## src/rtl/uart_pkg.sv

```systemverilog
// ============================================================================
// uart_pkg : shared UART types, parity modes and timing helpers
// Revision : 1.0
// ============================================================================
`default_nettype none

package uart_pkg;

  typedef enum logic [2:0] {
    S_IDLE   = 3'd0,
    S_START  = 3'd1,
    S_DATA   = 3'd2,
    S_PARITY = 3'd3,
    S_STOP   = 3'd4
  } tx_state_t;

  localparam int PAR_NONE = 0;
  localparam int PAR_ODD  = 1;
  localparam int PAR_EVEN = 2;

  // Clock cycles per bit; clk_fre is given in MHz, rate in bit/s.
  function automatic int bit_cycles(input int clk_fre, input int rate);
    return (clk_fre * 1_000_000) / rate;
  endfunction

  // Even parity is the XOR of the data bits; odd parity is its inverse.
  function automatic logic parity_bit(input logic [7:0] data, input int mode);
    return (^data) ^ (mode == PAR_ODD);
  endfunction

endpackage

`default_nettype wire

```

## src/rtl/uart_baud_tick.sv

```systemverilog
// ============================================================================
// uart_baud_tick : bit-period counter with restart and one-cycle end tick
// Revision : 1.0
// ============================================================================
`default_nettype none

module uart_baud_tick #(
  parameter int CYCLES = 434
) (
  input  logic clk,
  input  logic rst,
  input  logic restart,
  output logic tick
);

  localparam int W = (CYCLES > 1) ? $clog2(CYCLES) : 1;
  localparam logic [W-1:0] LAST = W'(CYCLES - 1);

  logic [W-1:0] cnt;

  always_ff @(posedge clk or posedge rst) begin
    if (rst) begin
      cnt <= '0;
    end else if (restart || cnt == LAST) begin
      cnt <= '0;
    end else begin
      cnt <= cnt + 1'b1;
    end
  end

  assign tick = !restart && (cnt == LAST);

endmodule

`default_nettype wire

```

## src/rtl/uart_tx.sv

```systemverilog
// ============================================================================
// uart_tx : UART transmitter with one-entry holding register for gapless frames
// Revision : 1.0
// ============================================================================
`default_nettype none

module uart_tx
  import uart_pkg::*;
#(
  parameter int CLK_FRE   = 50,
  parameter int UART_RATE = 115200,
  parameter int PARITY    = 0,
  parameter int STOP_BITS = 1
) (
  input  logic       clk,
  input  logic       rst,
  input  logic       send_en,
  input  logic [7:0] send_data,
  output logic       send_ready,
  output logic       tx_busy,
  output logic       tx_pin
);

  localparam int BIT_CYC = bit_cycles(CLK_FRE, UART_RATE);
  localparam logic [2:0] LAST_STOP = 3'(STOP_BITS - 1);

  tx_state_t  state, state_next;
  logic [7:0] shift, hold;
  logic       hold_full, par_bit;
  logic [2:0] bit_cnt;
  logic       tick, tx_next;
  logic       accept, stop_end, load_new, load_hold;

  assign accept     = send_en && send_ready;
  assign stop_end   = (state == S_STOP) && tick && (bit_cnt == LAST_STOP);
  // A byte offered on the final stop cycle with nothing held skips the hold.
  assign load_new   = accept && ((state == S_IDLE) || (stop_end && !hold_full));
  assign load_hold  = stop_end && hold_full;
  assign send_ready = !hold_full;
  assign tx_busy    = (state != S_IDLE) || hold_full;

  uart_baud_tick #(
    .CYCLES (BIT_CYC)
  ) u_baud (
    .clk     (clk),
    .rst     (rst),
    .restart (state == S_IDLE),
    .tick    (tick)
  );

  always_ff @(posedge clk or posedge rst) begin
    if (rst) begin
      state  <= S_IDLE;
      tx_pin <= 1'b1;
    end else begin
      state  <= state_next;
      tx_pin <= tx_next;
    end
  end

  // tx_next is the line level for the cycle after this edge, so the pin
  // changes on the same edge as the state it belongs to.
  always_comb begin
    state_next = state;
    tx_next    = 1'b1;
    case (state)
      S_IDLE: begin
        if (accept) begin
          state_next = S_START;
          tx_next    = 1'b0;
        end
      end
      S_START: begin
        tx_next = 1'b0;
        if (tick) begin
          state_next = S_DATA;
          tx_next    = shift[0];
        end
      end
      S_DATA: begin
        tx_next = shift[0];
        if (tick) begin
          if (bit_cnt == 3'd7) begin
            if (PARITY != PAR_NONE) begin
              state_next = S_PARITY;
              tx_next    = par_bit;
            end else begin
              state_next = S_STOP;
              tx_next    = 1'b1;
            end
          end else begin
            tx_next = shift[1];
          end
        end
      end
      S_PARITY: begin
        tx_next = par_bit;
        if (tick) begin
          state_next = S_STOP;
          tx_next    = 1'b1;
        end
      end
      S_STOP: begin
        tx_next = 1'b1;
        if (stop_end) begin
          if (hold_full || accept) begin
            state_next = S_START;
            tx_next    = 1'b0;
          end else begin
            state_next = S_IDLE;
          end
        end
      end
      default: begin
        state_next = S_IDLE;
      end
    endcase
  end

  always_ff @(posedge clk or posedge rst) begin
    if (rst) begin
      shift     <= '0;
      hold      <= '0;
      hold_full <= 1'b0;
      par_bit   <= 1'b0;
      bit_cnt   <= '0;
    end else begin
      if (load_new) begin
        shift   <= send_data;
        par_bit <= parity_bit(send_data, PARITY);
      end else if (load_hold) begin
        shift   <= hold;
        par_bit <= parity_bit(hold, PARITY);
      end else if (state == S_DATA && tick) begin
        shift <= {1'b0, shift[7:1]};
      end

      if (load_hold) begin
        hold_full <= 1'b0;
      end
      if (accept && !load_new) begin
        hold      <= send_data;
        hold_full <= 1'b1;
      end

      // Counts data bits and stop bits; restarts whenever the state changes.
      if (tick) begin
        if (state_next != state) begin
          bit_cnt <= '0;
        end else begin
          bit_cnt <= bit_cnt + 1'b1;
        end
      end
    end
  end

endmodule

`default_nettype wire
```

## config.mk

```make
export PLATFORM = sky130hd
export DESIGN_NAME = uart_tx
export DESIGN_NICKNAME = d
export VERILOG_FILES = /design/src/rtl/uart_pkg.sv /design/src/rtl/uart_baud_tick.sv /design/src/rtl/uart_tx.sv
export SDC_FILE = /design/constraint.sdc
export NUM_CORES = 1
export LEC_CHECK = 0
export ABC_AREA = 1
export BUFFER_PORTS_ARGS = -buffer_cell sky130_fd_sc_hd__buf_2
export CAP_MARGIN = 10
export CORE_MARGIN = 1.5
export CORE_UTILIZATION = 45
export DETAILED_ROUTE_END_ITERATION = 6
export GPL_TIMING_DRIVEN = 0
export SLEW_MARGIN = 15
export SYNTH_ARGS = -nofsm -noshare
export SYNTH_HDL_FRONTEND = slang
export SYNTH_HIERARCHICAL = 1
export SYNTH_SLANG_ARGS = --single-unit
```

## constraint.sdc

```tcl
create_clock -name clk -period 4 [get_ports clk]
set_input_delay 0.4 -clock clk [delete_from_list [all_inputs] [get_ports clk]]
set_output_delay 0.4 -clock clk [all_outputs]
set_load 0.02 [all_outputs]
```

==> results.txt, run 1 <==
Crit Path Max Fanout = 10
Clock Pin Slew Worst Setup and Hold Paths = 0.08 ns
Layout cells sized above 1 = 16.0%
Placeable Area = 5070 um2
Post-synthesis simple-gate area fraction = 39.6%
Final hold vios = 0
I/O pin count = 14
Xor/xnor cell area share of the yosys netlist = 6.35%
#FFs+latches synth = 34
Drt pass-1 iters = 4
DRC = 0
Clock Path Buffers = 2
GP Congestion = 0.814
TNS Setup = 0 ns
Dpl hpwl = 3.54 mm
Vias per std cell = 4.69
CTS tree = done
Leading cell types in the layout, fill and taps excluded = nand2_1, inv_1, dfrtp_1
Synth warnings = 6
Largest family of logic cells by synthesized area = simple AND/OR/NAND/NOR gates
Netlist cell types = 33
Initial DRC Count = 103
CTS root buffer = clkbuf_8
Vias in the first global route = 1863
Hold buffer count at CTS = 0
Lkg Pwr = 0.00143 uW
Fmax = 0.447 GHz
Final setup violation count = 0
Die W = 75.2 um
Max-cap violations = 0
Via count = 1937
Post-CTS setup repair buffer count = 0
Syn Inst Count = 322
Row count = 26
Cts bufs inserted = 5
Clk_lat worst skew = 0.30 ns
Fin crit period = 2.24 ns
Post-synthesis instance area = 2340 um2
PD cells = 250 nW/um2
RSZ-0062 raised after global routing = false
Post-cts resize count = 0
Worst endpoint required time = 4.19 ns
Setup crit end kind = register
Initial antenna violation count = 0
Most frequent CP cell = nand2_1
ANT cells = 0
Seq/Total Area, Yosys = 36.4%
Largest net degree at the start of global routing = 26
Adder-cell share of the synthesized area = 2.67%
Mean post-synth cell area = 7.28 um2
Post-Syn Nets = 338
Critical path's top delay family = simple AND/OR/NAND/NOR gates
Mux cell area share after synthesis = 0%
Total grt overflow = 0
GRT Total Usage = 19.0%
Area delta synth->final = 10.4%
Commonest non-fill, non-tap cell in the layout = nand2_1
Crit-path slowest cell = dfrtp_1
TritonCTS Sinks = 34
First-pass GRT wire length = 8.05 mm
Max Clock Skew = 0.00750 ns
Drt wl/cell = 11.2 um
Status = complete, no violations
Final Slew Violations = 0
Worst hold-check path type = in -> async
WHS = 0.0659 ns
Drt total wl = 4.64 mm
CP Class = reg -> reg
Fillers = 527
Worst EP arrival = 2.43 ns
Compound-Gate Fraction of Synth Area = 7.21%
Total Die Area = 5650 um2
Worst relative slew slack = 35.5%
Nets = 358
Worst setup SP type = register
Antenna viol nets, final = 0
Die H = 75.2 um
Max H-tree Level = 2
Peak VDD IR = 0.000118 V
Crit path cell chain = ha_1, nand2_1, nor2_1, nand2_1, nor2_1, buf_4, nand3_4, nor2_8, nand2_4, a21oi_4, nand3_1, nand3_1, nand2_1
Initial core utilization = 46.2%
Crit path buffers/inverters = 1
Tcrit/Tclk final = 56.0%
Worst-Margin Slew = 0.962 ns
PortBufs = 13
Largest stage delay, worst path = 0.44 ns
where the power goes:
part | switching, uW | total [uW] | leakage [uW] | internal [uW]
clock | 134 | 273 | 0.0000482 | 139
sequential | 0 | 344 | 0.000389 | 344
combinational | 21.3 | 32.0 | 0.000990 | 10.7
total | 155 | 648 | 0.00143 | 493
sequential cells by signal, indices dropped and copies added (netlist names):
signal      cells
hold_full       1
bit_cnt         3
u_baud/cnt      9
tx_pin          1
par_bit         1
hold            8
shift           8
state           3
metal layers:
metal	wire length (um)	GRT usage [%]	up-vias
met2	2210	31.8	24
met5	0	0	-
met1	2220	23.5	878
li1	-	-	1029
met3	136	5.35	6
met4	71	6.55	0
cells in the mapped netlist, drive strengths merged:
cell	number	share of area [%]
dfrtp	33	35
o22ai	1	0.27
nor2	29	6.8
a22oi	1	0.32
nand4	2	0.53
nand2	148	28
nor3	2	0.43
o211ai	1	0.32
o2111ai	1	0.37
o21ai	17	4.4
dfstp	1	1.1
or2	1	0.27
xor2	7	2.6
inv	41	6.7
a21oi	4	1.5
nand3	15	3.7
buf	3	1.1
xnor2	10	3.7
ha	5	2.7
cells by family after synthesis:
group           count (synthesis)
flops                          34
buf+inv                        44
xor+xnor                       17
fa+ha+maj                       5
compound gates                 25
simple gates                  197
cell type report:
type | count | area (um2) | area share, %
buffer | 3 | 26.3 | 1.02
clock buffer | 7 | 86.3 | 3.34
clock inverter | 1 | 5.00 | 0.193
inverter | 41 | 156 | 6.04
multi-input combinational | 244 | 1310 | 50.6
sequential | 34 | 852 | 32.9
tap | 70 | 87.6 | 3.38
timing repair buffer | 13 | 65.1 | 2.51
through the flow:
| stage | power [uW] | std cells | setup WS (ns) | area [um2] | util [%] |
|---|---|---|---|---|---|
| after detailed placement | 383 | 405 | 1.73 | 2500 | 49.2 |
| final | 648 | 413 | 1.76 | 2590 | 51.0 |
| after floorplan | 369 | 322 | 2.07 | 2340 | - |
| after global routing | 678 | 413 | 1.49 | 2590 | 51.0 |
| after CTS | 657 | 413 | 1.72 | 2590 | 51.0 |
| after global placement | 383 | 405 | 1.73 | 2500 | 49.2 |
path summary, 6_finish.rpt:
path	startpoint	endpoint	slack (ns)	depth (start not counted)
max	u_baud/cnt[0]	par_bit	1.76	13
min	rst	u_baud/cnt[6]	0.07	2
max reg2reg	u_baud/cnt[0]	par_bit	1.76	13
min reg2reg	par_bit	par_bit	0.48	2
max in group asynchronous	rst	shift[1]	3.34	2
min in group clk	send_data[1]	hold[1]	0.36	3
No activity file was read; power rests on OpenSTA's default activity.
==> run 2: changes to the inputs <==
==> constraint.sdc (replaced) <==
create_clock -name clk -period 2.25 [get_ports clk]
set_input_delay 0.225 -clock clk [delete_from_list [all_inputs] [get_ports clk]]
set_output_delay 0.225 -clock clk [all_outputs]
set_load 0.02 [all_outputs]
==> run 2 against run 1 <==
Final area up 2.2%; wire length up 3.8%; cell count up 0.97%; register-to-register slack worse by 1.6 ns; sequential power up 78%; global-route usage up 0.36 points; non-clock buffer count up 3; maximum frequency up 7.1%; sequential share of layout area down 0.62 points; critical path depth down 1; critical path type unchanged.
==> results.txt, run 2 (synthesis results as in run 1) <==
Clock Path Buffers = 2 (unchanged)
Fmax = 0.478 GHz (was 0.447 GHz)
Layout Utilization = 52.1% (was 51.0%)
Via count = 1988 (was 1937)
Die H = 75.2 um (unchanged)
Cts bufs inserted = 5 (unchanged)
Final hold vios = 0 (unchanged)
Inst Count DP = 405 (unchanged)
Row count = 26 (unchanged)
CTS tree = done (unchanged)
Worst relative slew slack = 35.4% (was 35.5%)
Storage cell area = 855 um2 (was 852 um2)
Fillers = 515 (was 527)
GP Congestion = 0.814 (unchanged)
Max Clock Skew = 0.00873 ns (was 0.00750 ns)
TNS Setup = 0 ns (unchanged)
Status = complete, no violations (unchanged)
Total grt overflow = 0 (unchanged)
Worst setup SP type = register (unchanged)
Nets = 362 (was 358)
Most flops, register = u_baud/cnt (unchanged)
FF-to-FF Start = state[1] (was u_baud/cnt[0])
Reg2Reg Setup Slack = 0.16 ns (was 1.76 ns)
Max-cap violations = 0 (unchanged)
Clk_lat worst skew = 0.30 ns (about the same)
Vias in the first global route = 1875 (was 1863)
Worst endpoint required time = 2.48 ns (was 4.19 ns)
DRC = 0 (unchanged)
Hold Path Origin = send_data[1]
Fin crit period = 2.09 ns (was 2.24 ns)
PortBufs = 13 (unchanged)
GRT busiest layer = met2 (unchanged)
Placeable Area = 5070 um2 (unchanged)
Final setup violation count = 0 (unchanged)
Commonest non-fill, non-tap cell in the layout = nand2_1 (unchanged)
Met1 Resource Use GR = 24.7% (was 23.5%)
Fin cells = 417 (was 413)
TritonCTS Sinks = 34 (unchanged)
Initial antenna violation count = 0 (unchanged)
Area delta synth->final = 12.9% (was 10.4%)
Tcrit/Tclk final = 93.0% (was 56.0%)
ANT cells = 0 (unchanged)
PD cells = 437 nW/um2 (was 250 nW/um2)
Max FFs per register = 9 (unchanged)
Met2 Use GR = 31.5% (was 31.8%)
Drt wl/cell = 11.5 um (was 11.2 um)
Initial DRC Count = 87 (was 103)
CP Class = reg -> reg (unchanged)
Lkg Pwr = 0.00144 uW (was 0.00143 uW)
Area taken by multi-input logic gates = 1340 um2 (was 1310 um2)
Worst-Margin Slew = 0.964 ns (was 0.962 ns)
Top Registers = u_baud/cnt x9, hold x8, shift x8 (unchanged)
Drt pass-1 iters = 4 (unchanged)
CTS root buffer = clkbuf_8 (unchanged)
Pwr Total = 1160 uW (was 648 uW)
Final Slew Violations = 0 (unchanged)
Peak VDD IR = 0.000208 V (was 0.000118 V)
Setup crit end kind = register (unchanged)
Largest net degree at the start of global routing = 26 (unchanged)
Crit path from = state[1] (was u_baud/cnt[0])
Total Die Area = 5650 um2 (unchanged)
Max H-tree Level = 2 (unchanged)
Worst hold-check path type = in -> reg (was in -> async)
Drt total wl = 4.81 mm (was 4.64 mm)
Layout cells sized above 1 = 18.2% (was 16.0%)
Crit Path Max Fanout = 8 (was 10)
First-pass GRT wire length = 8.18 mm (was 8.05 mm)
Die W = 75.2 um (unchanged)
Clock Pin Slew Worst Setup and Hold Paths = 0.08 ns (about the same)
GRT met3 Usage = 5.35% (unchanged)
Vias per std cell = 4.77 (was 4.69)
Initial core utilization = 46.2% (unchanged)
Worst EP arrival = 2.32 ns (was 2.43 ns)
Dpl hpwl = 3.54 mm (unchanged)
Antenna viol nets, final = 0 (unchanged)
Leading cell types in the layout, fill and taps excluded = nand2_1, inv_1, dfrtp_1 (unchanged)
I/O pin count = 14 (unchanged)
GRT Total Usage = 19.3% (was 19.0%)
run 2: path summary, 6_finish.rpt:
| path | to | cells past startpoint |
|---|---|---|
| hold reg to reg | par_bit | 2 |
| setup reg to reg | bit_cnt[0] | 12 |
| max in group asynchronous | state[2] | 3 |
| min in group asynchronous | u_baud/cnt[7] | 3 |
| hold / removal | hold[1] | 3 |
| setup / recovery | bit_cnt[0] | 12 |
run 2: layout make-up:
| type | instances | share of cell area, % |
|---|---|---|
| Inverter | 41 | 5.91 |
| Buffer | 3 | 1.14 |
| Tap cell | 70 | 3.31 |
| Timing Repair Buffer | 16 | 3.41 |
| Clock inverter | 1 | 0.189 |
| Sequential cell | 34 | 32.3 |
| Multi-Input combinational cell | 245 | 50.5 |
| Clock buffer | 7 | 3.26 |
run 2: layer usage:
metal | vias up | wire (um)
met5 | - | 0
met4 | 0 | 68
met3 | 6 | 149
met2 | 25 | 2260
met1 | 916 | 2330
li1 | 1041 | -
run 2: report_power, final:
| group | total (uW) | leakage, uW | switching (uW) | internal [uW] |
|---|---|---|---|---|
| clock | 486 | 0.0000482 | 238 | 247 |
| combinational | 59.5 | 0.00101 | 39.3 | 20.1 |
| sequential | 611 | 0.000387 | 0 | 611 |
| total | 1160 | 0.00144 | 278 | 878 |
run 2: worst max-delay path: stages (launching register included):
cell     delay, ns
dfrtp_1       0.44
nor2_4        0.19
nand2_4       0.13
inv_1         0.14
nor2_1        0.07
buf_6         0.13
nor3_1        0.29
inv_1         0.10
nand2_1       0.07
a21oi_1       0.04
nor2_1        0.23
nand3_1       0.12
nand2_1       0.08
run 2: per-stage QoR:
stage / hold WS (ns) / cell area (um2) / setup slack (ns)
finish: 0.180 / 2650 / 0.158
global route: 0.194 / 2650 / -0.00568
CTS: 0.181 / 2610 / 0.00827
detailed placement: 0.220 / 2500 / -0.0174
global placement: 0.216 / 2500 / -0.0166
floorplan: 0.0529 / 2340 / 0.323
run 2: what timing repair did:
action,in CTS,in global routing
hold endpoints to repair,9,0
buffers inserted,0,2
pin swaps,1,2
gates cloned,1,0
hold buffers,1,0
gates resized for setup,0,7
endpoints found under the setup margin,1,20
==> run 3: changes to the inputs <==
==> constraint.sdc (replaced) <==
create_clock -name clk -period 2.55 [get_ports clk]
set_input_delay 0.255 -clock clk [delete_from_list [all_inputs] [get_ports clk]]
set_output_delay 0.255 -clock clk [all_outputs]
set_load 0.02 [all_outputs]
==> run 3 against run 2 <==
Die area is the same; clock skew decreased by 0.0016 ns; via count shrank 2.4%; core utilization fell by 0.94 points; critical endpoint is now par_bit; highest routed layer unchanged.
==> results.txt, run 3 (synthesis results as in run 1) <==
Worst setup SP type = register (unchanged)
Status = complete, no violations (unchanged)
Tcrit/Tclk final = 87.8% (was 93.0%)
GRT Total Usage = 19.0% (was 19.3%)
Met2 Use GR = 31.8% (was 31.5%)
ANT cells = 0 (unchanged)
Worst EP arrival = 2.43 ns (was 2.32 ns)
GRT busiest layer = met2 (unchanged)
Clock Pin Slew Worst Setup and Hold Paths = 0.07 ns (was 0.08 ns)
R2r worst-path depth = 13 (was 12)
Cts bufs inserted = 5 (unchanged)
Commonest non-fill, non-tap cell in the layout = nand2_1 (unchanged)
Vias per std cell = 4.69 (was 4.77)
Setup crit end kind = register (unchanged)
TNS Setup = 0 ns (unchanged)
I/O pin count = 14 (unchanged)
Met1 Resource Use GR = 23.6% (was 24.7%)
Max Clock Skew = 0.00709 ns (was 0.00873 ns)
Antenna viol nets, final = 0 (unchanged)
Row count = 26 (unchanged)
GP Congestion = 0.814 (unchanged)
Total Die Area = 5650 um2 (unchanged)
Max FFs per register = 9 (unchanged)
Via count = 1941 (was 1988)
Max-cap violations = 0 (unchanged)
CTS tree = done (unchanged)
Initial antenna violation count = 0 (unchanged)
Clk_lat worst skew = 0.30 ns (about the same)
Final setup violation count = 0 (unchanged)
Post-CTS setup repair buffer count = 0 (unchanged)
Crit path cell chain = ha_1, nand2_1, nor2_1, nand2_1, nor2_1, buf_4, nand3_4, nor2_8, nand2_4, a21oi_4, nand3_1, nand3_1, nand2_1 (was nor2_4, nand2_4, inv_1, nor2_1, buf_6, nor3_1, inv_1, nand2_1, a21oi_1, nor2_1, nand3_1, nand2_1)
PortBufs = 13 (unchanged)
Dpl hpwl = 3.54 mm (unchanged)
Crit-path slowest cell = dfrtp_1 (unchanged)
CP Class = reg -> reg (unchanged)
Lkg Pwr = 0.00143 uW (was 0.00144 uW)
Drt pass-1 iters = 4 (unchanged)
Hold depth = 3 (unchanged)
Vias in the first global route = 1865 (was 1875)
Area delta synth->final = 10.8% (was 12.9%)
Drt total wl = 4.64 mm (was 4.81 mm)
DRC = 0 (unchanged)
Crit Path Max Fanout = 10 (was 8)
Total grt overflow = 0 (unchanged)
Leading cell types in the layout, fill and taps excluded = nand2_1, inv_1, dfrtp_1 (unchanged)
Layout cells sized above 1 = 16.0% (was 18.2%)
Crit path buffers/inverters = 1 (was 3)
Worst endpoint required time = 2.74 ns (was 2.48 ns)
Die W = 75.2 um (unchanged)
Fin crit period = 2.24 ns (was 2.09 ns)
First-pass GRT wire length = 8.06 mm (was 8.18 mm)
Most frequent CP cell = nand2_1
GRT met3 Usage = 5.35% (unchanged)
Final Slew Violations = 0 (unchanged)
Peak VDD IR = 0.000186 V (was 0.000208 V)
Top Registers = u_baud/cnt x9, hold x8, shift x8 (unchanged)
Drt wl/cell = 11.2 um (was 11.5 um)
CTS root buffer = clkbuf_8 (unchanged)
PD cells = 392 nW/um2 (was 437 nW/um2)
Critical path's top delay family = simple AND/OR/NAND/NOR gates (unchanged)
Initial core utilization = 46.2% (unchanged)
Nets = 359 (was 362)
Pwr Total = 1020 uW (was 1160 uW)
Max H-tree Level = 2 (unchanged)
Largest stage delay, worst path = 0.44 ns (about the same)
Worst-Margin Slew = 0.964 ns (about the same)
Worst relative slew slack = 35.4% (about the same)
Worst hold-check path type = in -> reg (unchanged)
Initial DRC Count = 115 (was 87)
Levels on crit path = 13 (was 12)
TritonCTS Sinks = 34 (unchanged)
Die H = 75.2 um (unchanged)
Clock Path Buffers = 2 (unchanged)
Fmax = 0.447 GHz (was 0.478 GHz)
Placeable Area = 5070 um2 (unchanged)
Most flops, register = u_baud/cnt (unchanged)
Final hold vios = 0 (unchanged)
RSZ-0062 raised after global routing = false
Largest net degree at the start of global routing = 26 (unchanged)
run 3: worst register-to-register path, cell delays in order (launching register included):
cell and delay [ns]:
dfrtp_1 0.44, ha_1 0.18, nand2_1 0.06, nor2_1 0.10
nand2_1 0.13, nor2_1 0.11, buf_4 0.18, nand3_4 0.11
nor2_8 0.16, nand2_4 0.09, a21oi_4 0.27, nand3_1 0.15
nand3_1 0.10, nand2_1 0.05
run 3: what timing repair did:
action,in CTS,in global routing
resized for setup,0,0
endpoints found under the hold margin,9,0
hold buffers,1,0
run 3: worst paths after layout:
kind                                from            end  slack, ns
max                        u_baud/cnt[0]        par_bit       0.31
min                         send_data[1]        hold[1]       0.21
max reg2reg                u_baud/cnt[0]        par_bit       0.31
min reg2reg                      par_bit        par_bit       0.48
max in group asynchronous            rst       shift[1]       1.49
min in group asynchronous            rst  u_baud/cnt[6]       0.47
run 3: per-layer routing:
layer  vias to the layer above  share of wire, %  wire length, um
li1                       1031                 -                -
met1                       884                48             2240
met2                        19                48             2210
met3                         7               2.5              118
met4                         0               1.5               71
met5                         -                 0                0
run 3: metrics by stage:
step	utilization [%]	std cells	worst slack, ns	hold slack, ns	area (um2)
after floorplan	-	322	0.623	0.0829	2340
after CTS	51.2	414	0.273	0.211	2600
final	51.2	414	0.311	0.212	2600
after detailed placement	49.2	405	0.283	0.250	2500
after global routing	51.2	414	0.0411	0.224	2600
after global placement	49.2	405	0.283	0.246	2500
run 3: cell type report:
class	count	area, um2
multi-input combinational	244	1310
clock inverter	1	5.00
inverter	41	156
timing repair buffer	14	75.1
buffer	3	26.3
clock buffer	7	86.3
sequential	34	852
tap	70	87.6
fill	526	2480
run 3: power by group:
part           switching, uW  total [uW]  leakage (uW)  internal, uW
clock                    209         427     0.0000482           218
combinational           33.6        51.3      0.000995          17.7
sequential                 0         539      0.000389           539
